$ cat config.mk
export PLATFORM = sky130hd
export DESIGN_NAME = dmac_desc_fifo_flat
export DESIGN_NICKNAME = d
export VERILOG_FILES = /design/src/rtl/dmac_desc_fifo_if.sv /design/src/rtl/dmac_desc_fifo.sv /design/src/flat_wrapper.sv
export SDC_FILE = /design/constraint.sdc
export NUM_CORES = 1
export LEC_CHECK = 0
export ABC_AREA = 1
export BUFFER_PORTS_ARGS = -buffer_cell sky130_fd_sc_hd__buf_2
export CORE_MARGIN = 1.5
export CORE_UTILIZATION = 40
export CTS_CLUSTER_SIZE = 24
export DETAILED_ROUTE_END_ITERATION = 10
export PLACE_DENSITY = 0.54
export SYNTH_ARGS = -nofsm -noshare
export SYNTH_HDL_FRONTEND = slang
export SYNTH_SLANG_ARGS = --single-unit
$ cat constraint.sdc
create_clock -name clk -period 12.67 [get_ports clk]
set_input_delay 1.267 -clock clk [delete_from_list [all_inputs] [get_ports clk]]
set_output_delay 1.267 -clock clk [all_outputs]
set_load 0.02 [all_outputs]
$ cat src/rtl/dmac_desc_fifo_if.sv
// Push/pop/status bundle between the descriptor writer, the descriptor FIFO and the DMAC master.
// The FIFO takes the slave modport; the side driving pushes, pops and clear takes master.
interface dmac_desc_fifo_if #(
    parameter int AW = 2
);
    logic          clear;
    logic          wr_en;
    logic [31:0]   din_src;
    logic [31:0]   din_dest;
    logic [31:0]   din_size;
    logic          rd_en;
    logic          rd_ack;
    logic          rd_err;
    logic          wr_err;
    logic [31:0]   dout_src;
    logic [31:0]   dout_dest;
    logic [31:0]   dout_size;
    logic          full;
    logic          empty;
    logic [AW:0]   data_count;

    modport slave (
        input  clear, wr_en, din_src, din_dest, din_size, rd_en,
        output rd_ack, rd_err, wr_err, dout_src, dout_dest, dout_size,
               full, empty, data_count
    );

    modport master (
        output clear, wr_en, din_src, din_dest, din_size, rd_en,
        input  rd_ack, rd_err, wr_err, dout_src, dout_dest, dout_size,
               full, empty, data_count
    );
endinterface

$ cat src/rtl/dmac_desc_fifo.sv
// Descriptor FIFO feeding the DMAC master: {src, dest, size} entries, registered pop
// data with one-cycle ack/error pulses, overflow reported on wr_err.
module dmac_desc_fifo #(
    parameter int AW = 2
) (
    input  logic                  clk,
    input  logic                  reset,
    dmac_desc_fifo_if.slave       bus
);
    localparam int          DEPTH    = 1 << AW;
    localparam logic [AW:0] FULL_CNT = (AW + 1)'(DEPTH);

    typedef struct packed {
        logic [31:0] src;
        logic [31:0] dest;
        logic [31:0] size;
    } desc_t;

    desc_t          mem_q [DEPTH];
    desc_t          mem_d [DEPTH];
    logic [AW-1:0]  wr_ptr_q, wr_ptr_d;
    logic [AW-1:0]  rd_ptr_q, rd_ptr_d;
    logic [AW:0]    count_q, count_d;
    desc_t          dout_q, dout_d;
    logic           rd_ack_q, rd_ack_d;
    logic           rd_err_q, rd_err_d;
    logic           wr_err_q, wr_err_d;

    logic           full_w, empty_w;
    logic           push_ok, pop_ok;

    // Push and pop are both judged against the pre-edge count, so a push into an
    // empty FIFO is never visible to a pop in the same cycle.
    always_comb begin
        full_w   = (count_q == FULL_CNT);
        empty_w  = (count_q == '0);
        push_ok  = bus.wr_en & ~full_w  & ~bus.clear;
        pop_ok   = bus.rd_en & ~empty_w & ~bus.clear;

        mem_d    = mem_q;
        wr_ptr_d = wr_ptr_q;
        rd_ptr_d = rd_ptr_q;
        count_d  = count_q;
        dout_d   = dout_q;
        rd_ack_d = pop_ok;
        rd_err_d = bus.rd_en & empty_w & ~bus.clear;
        wr_err_d = bus.wr_en & full_w  & ~bus.clear;

        if (bus.clear) begin
            wr_ptr_d = '0;
            rd_ptr_d = '0;
            count_d  = '0;
        end else begin
            if (push_ok) begin
                mem_d[wr_ptr_q] = '{src: bus.din_src, dest: bus.din_dest, size: bus.din_size};
                wr_ptr_d        = wr_ptr_q + AW'(1);
            end
            if (pop_ok) begin
                dout_d   = mem_q[rd_ptr_q];
                rd_ptr_d = rd_ptr_q + AW'(1);
            end
            case ({push_ok, pop_ok})
                2'b10:   count_d = count_q + (AW + 1)'(1);
                2'b01:   count_d = count_q - (AW + 1)'(1);
                default: count_d = count_q;
            endcase
        end
    end

    always_ff @(posedge clk) begin
        if (reset) begin
            wr_ptr_q <= '0;
            rd_ptr_q <= '0;
            count_q  <= '0;
            dout_q   <= '0;
            rd_ack_q <= 1'b0;
            rd_err_q <= 1'b0;
            wr_err_q <= 1'b0;
        end else begin
            wr_ptr_q <= wr_ptr_d;
            rd_ptr_q <= rd_ptr_d;
            count_q  <= count_d;
            dout_q   <= dout_d;
            rd_ack_q <= rd_ack_d;
            rd_err_q <= rd_err_d;
            wr_err_q <= wr_err_d;
        end
    end

    // Payload storage carries no reset; stale entries are unreachable once count is 0.
    always_ff @(posedge clk) begin
        mem_q <= mem_d;
    end

    assign bus.rd_ack     = rd_ack_q;
    assign bus.rd_err     = rd_err_q;
    assign bus.wr_err     = wr_err_q;
    assign bus.dout_src   = dout_q.src;
    assign bus.dout_dest  = dout_q.dest;
    assign bus.dout_size  = dout_q.size;
    assign bus.full       = full_w;
    assign bus.empty      = empty_w;
    assign bus.data_count = count_q;

    a_ack_err_excl: assert property (@(posedge clk) disable iff (reset) !(rd_ack_q && rd_err_q));
    a_count_range:  assert property (@(posedge clk) disable iff (reset) count_q <= FULL_CNT);
endmodule
$ cat src/flat_wrapper.sv
// flat-port wrapper written by rule: the top's interface ports become plain ports
module dmac_desc_fifo_flat 
#(
    parameter int AW = 2
)
  (clk, reset, bus_clear, bus_wr_en, bus_din_src, bus_din_dest, bus_din_size, bus_rd_en, bus_rd_ack, bus_rd_err, bus_wr_err, bus_dout_src, bus_dout_dest, bus_dout_size, bus_full, bus_empty, bus_data_count);
  dmac_desc_fifo_if #(.AW(AW)) bus_i ();
  input  logic clk;
  input  logic reset;
  input wire logic [$bits(bus_i.clear)-1:0] bus_clear;
  input wire logic [$bits(bus_i.wr_en)-1:0] bus_wr_en;
  input wire logic [$bits(bus_i.din_src)-1:0] bus_din_src;
  input wire logic [$bits(bus_i.din_dest)-1:0] bus_din_dest;
  input wire logic [$bits(bus_i.din_size)-1:0] bus_din_size;
  input wire logic [$bits(bus_i.rd_en)-1:0] bus_rd_en;
  output wire logic [$bits(bus_i.rd_ack)-1:0] bus_rd_ack;
  output wire logic [$bits(bus_i.rd_err)-1:0] bus_rd_err;
  output wire logic [$bits(bus_i.wr_err)-1:0] bus_wr_err;
  output wire logic [$bits(bus_i.dout_src)-1:0] bus_dout_src;
  output wire logic [$bits(bus_i.dout_dest)-1:0] bus_dout_dest;
  output wire logic [$bits(bus_i.dout_size)-1:0] bus_dout_size;
  output wire logic [$bits(bus_i.full)-1:0] bus_full;
  output wire logic [$bits(bus_i.empty)-1:0] bus_empty;
  output wire logic [$bits(bus_i.data_count)-1:0] bus_data_count;
  assign bus_i.clear = bus_clear;
  assign bus_i.wr_en = bus_wr_en;
  assign bus_i.din_src = bus_din_src;
  assign bus_i.din_dest = bus_din_dest;
  assign bus_i.din_size = bus_din_size;
  assign bus_i.rd_en = bus_rd_en;
  assign bus_rd_ack = bus_i.rd_ack;
  assign bus_rd_err = bus_i.rd_err;
  assign bus_wr_err = bus_i.wr_err;
  assign bus_dout_src = bus_i.dout_src;
  assign bus_dout_dest = bus_i.dout_dest;
  assign bus_dout_size = bus_i.dout_size;
  assign bus_full = bus_i.full;
  assign bus_empty = bus_i.empty;
  assign bus_data_count = bus_i.data_count;
  dmac_desc_fifo #(.AW(AW)) u_core (.clk(clk), .reset(reset), .bus(bus_i));
endmodule
==> impl_results.md <==
- Detailed-route DRC error count: 0
- Top-count cell post-synth: nand2_1
- GP Congestion: 0.7211
- Crit end category: register
- Filler cells: 4852
- Grt ovf: 0
- WL per Instance: 14.92 um
- Max-cap violation count: 0
- TritonCTS clock tree: done
- Detail Placement HPWL: 26.42 mm
- Later-pin clock latency in the skew report: 0.59 ns
- Final setup violation count: 0
- Syn Area/Cell: 9.403 sq um
- Register area share after synthesis: 66.27%
- Final Cycle Share: 25.94%
- Hold path depth: 4
- Syn Inst Count: 2191
- Crit Path Category: in -> reg
- Final Util: 47.19%
- Worst R2R Path Depth: 7
- Post-cts gate resize count: 0
- Hold_buf cts: 0
- CP Launch Type: input port
- Cell area after synthesis: 20600 sq um
- Worst hold path class: reg -> reg
- Starting Density: 40.81%
- Commonest cells in the netlist: 687 x nand2_1, 497 x inv_1, 384 x edfxtp_1
- Asr flop ratio synth: 0%
- Post-DR vias/cell: 4.433
- TritonCTS buffer count: 53
- Slew Limit Fails: 0
- #FFs+latches synth: 490
- Yosys cell types: 23
- Number of global-route vias before repair: 13310
- DIE WIDTH: 229.9 um
- Post-synth EDFFs: 384
- Tot Pwr: 3.481 mW
- Clk pin slew, worst setup/hold paths: 0.06 ns
- H-tree Lvls: 2
- Hold Worst Slack: 0.5051 ns
- Antenna viol nets, final: 0
- CTS sink cnt: 490
- Reg2reg setup slack: 9.65 ns
- Die extent in y: 229.9 um
- Total Routing Usage GR: 17.67%
- Max Clock Skew: 0.01964 ns
- Max-Slew Margin vs Limit: 25.15%
- Final Hold Violating Endpoints: 0
- GR Util met2: 30.43%
- Worst-Margin Slew: 1.123 ns
- Crit-path max FO: 57
- Via count: 13700
- Post-Syn Nets: 2298
- Pin count of the biggest net entering global routing: 104
- Synth warn: 0
- Pwr dens: 146.1 nW/um^2
- First-pass GRT wire length: 73.08 mm
- Area after DPL: 22050 sq um
- Yosys top cell by area: edfxtp_1
- Status: finished clean
- Post-CTS Setup Inserts: 0
- R2r startpoint: u_core.rd_ptr_q[0]
- Capture point of the worst reg-to-reg path: u_core.bus.dout_src[28]
- Worst setup path startpoint: bus_clear
- Worst setup path end: u_core.mem_q[2]
- Fin crit period: 3.287 ns
- Hold path start: u_core.bus.dout_src[26]
- Clock Tree Buf Depth: 3
- Share of cells above drive strength 1: 12.88%
- I/O Buffers: 204
- Full die area: 52870 sq um
- Design area: 23820 sq um
- Routed WL: 46.09 mm
- Top post-synthesis cells by area: edfxtp_1 56%, nand2_1 13%, dfxtp_1 10%
- Total negative slack: 0 ns
- Unrepaired setup endpoints after global routing: false
- Synth top area share: 55.97%
- CP required: 12.89 ns
- Layer with the highest usage: met2
- Initial antenna violation count: 11
- IO Count: 205
- Leak: 11.42 nW
- # nets final: 2478
- Top FF cell, synth: edfxtp_1
- Met3 Use GR: 3.435%
- Core Area: 50480 sq um
- Arr. time, crit path: 3.51 ns
- DR iter-0 viols: 774
- Drt pass-1 iters: 7
- Met1 Track Usage GR: 22.73%
- Row cnt: 82
- Layout area overhead: 15.63%
- CTS root buf: clkbuf_16
- Achievable Freq: 304.2 MHz
- Highest ir drop seen on vdd: 0.09678 mV
-- worst max-delay path, cell delays in order --
cell and delay [ns]:
buf_2 0.10, inv_1 0.12, nand3_1 0.39, nor2_4 0.18, buf_4 0.74, buf_4 0.64
-- state kept, by name (all words and copies together), names as in the netlist --
register / flops
u_core.bus.dout_size: 32
u_core.bus.dout_dest: 32
u_core.bus.data_count: 3
u_core.mem_q: 384
u_core.bus.rd_ack: 1
u_core.bus.wr_err: 1
u_core.bus.dout_src: 32
u_core.bus.rd_err: 1
u_core.wr_ptr_q: 2
u_core.rd_ptr_q: 2
-- cells by family after synthesis --
logic type | share of synthesized area, %
simple gates | 21.28
buf+inv | 11.92
flops | 66.27
fa+ha+maj | 0.4009
compound gates | 0.1336
-- stage by stage --
step,instances,setup slack (ns)
6_report,3089,9.383
5_1_grt,3087,9.215
4_1_cts,3087,9.365
3_5_place_dp,2988,8.737
3_3_place_gp,2988,8.732
2_1_floorplan,2191,6.505
-- how the worst min path moves through the flow --
stage	endpoint	slack, ns
finish	u_core.bus.dout_src[26]	0.51
detailed placement	u_core.bus.dout_src[22]	0.50
global route	u_core.bus.dout_src[26]	0.53
floorplan	u_core.wr_ptr_q[0]	0.47
CTS	u_core.bus.dout_src[26]	0.51
global placement	u_core.bus.dout_src[31]	0.49
-- report_power, final --
group / leakage [nW] / internal, mW / switching (mW)
clock: 0.858 / 0.930 / 0.615
combinational: 6.22 / 0.0483 / 0.108
sequential: 4.35 / 1.77 / 0.0116
-- cell type report --
type / instances / area [sq um] / share of cell area, %
sequential: 490 / 13660 / 57.35
multi-input combinational: 1106 / 4523 / 18.99
inverter: 500 / 1886 / 7.915
clock buffer: 76 / 1514 / 6.355
timing repair buffer: 220 / 1141 / 4.790
tap: 672 / 840.8 / 3.530
clock inverter: 23 / 251.5 / 1.056
antenna: 2 / 5.005 / 0.02101
-- layout by cell type (no fill, tap or decap), drive strengths merged --
cell,instances
inv,499
buf,220
clkinv,16
clkinvlp,3
clkbuf,76
ha,5
a211oi,1
a21oi,3
diode,2
edfxtp,384
nand3,198
nor2,208
nand2,688
dfxtp,106
o21ai,1
bufinv,5
fa,1
nand4,1
-- metal layers --
layer  routed length, um  up-vias
li1                    -     7010
met2               22620      246
met4                 813       18
met3                2043       74
met1               20490     6347
met5                 117        -
Power figures use the tool's default switching activity.
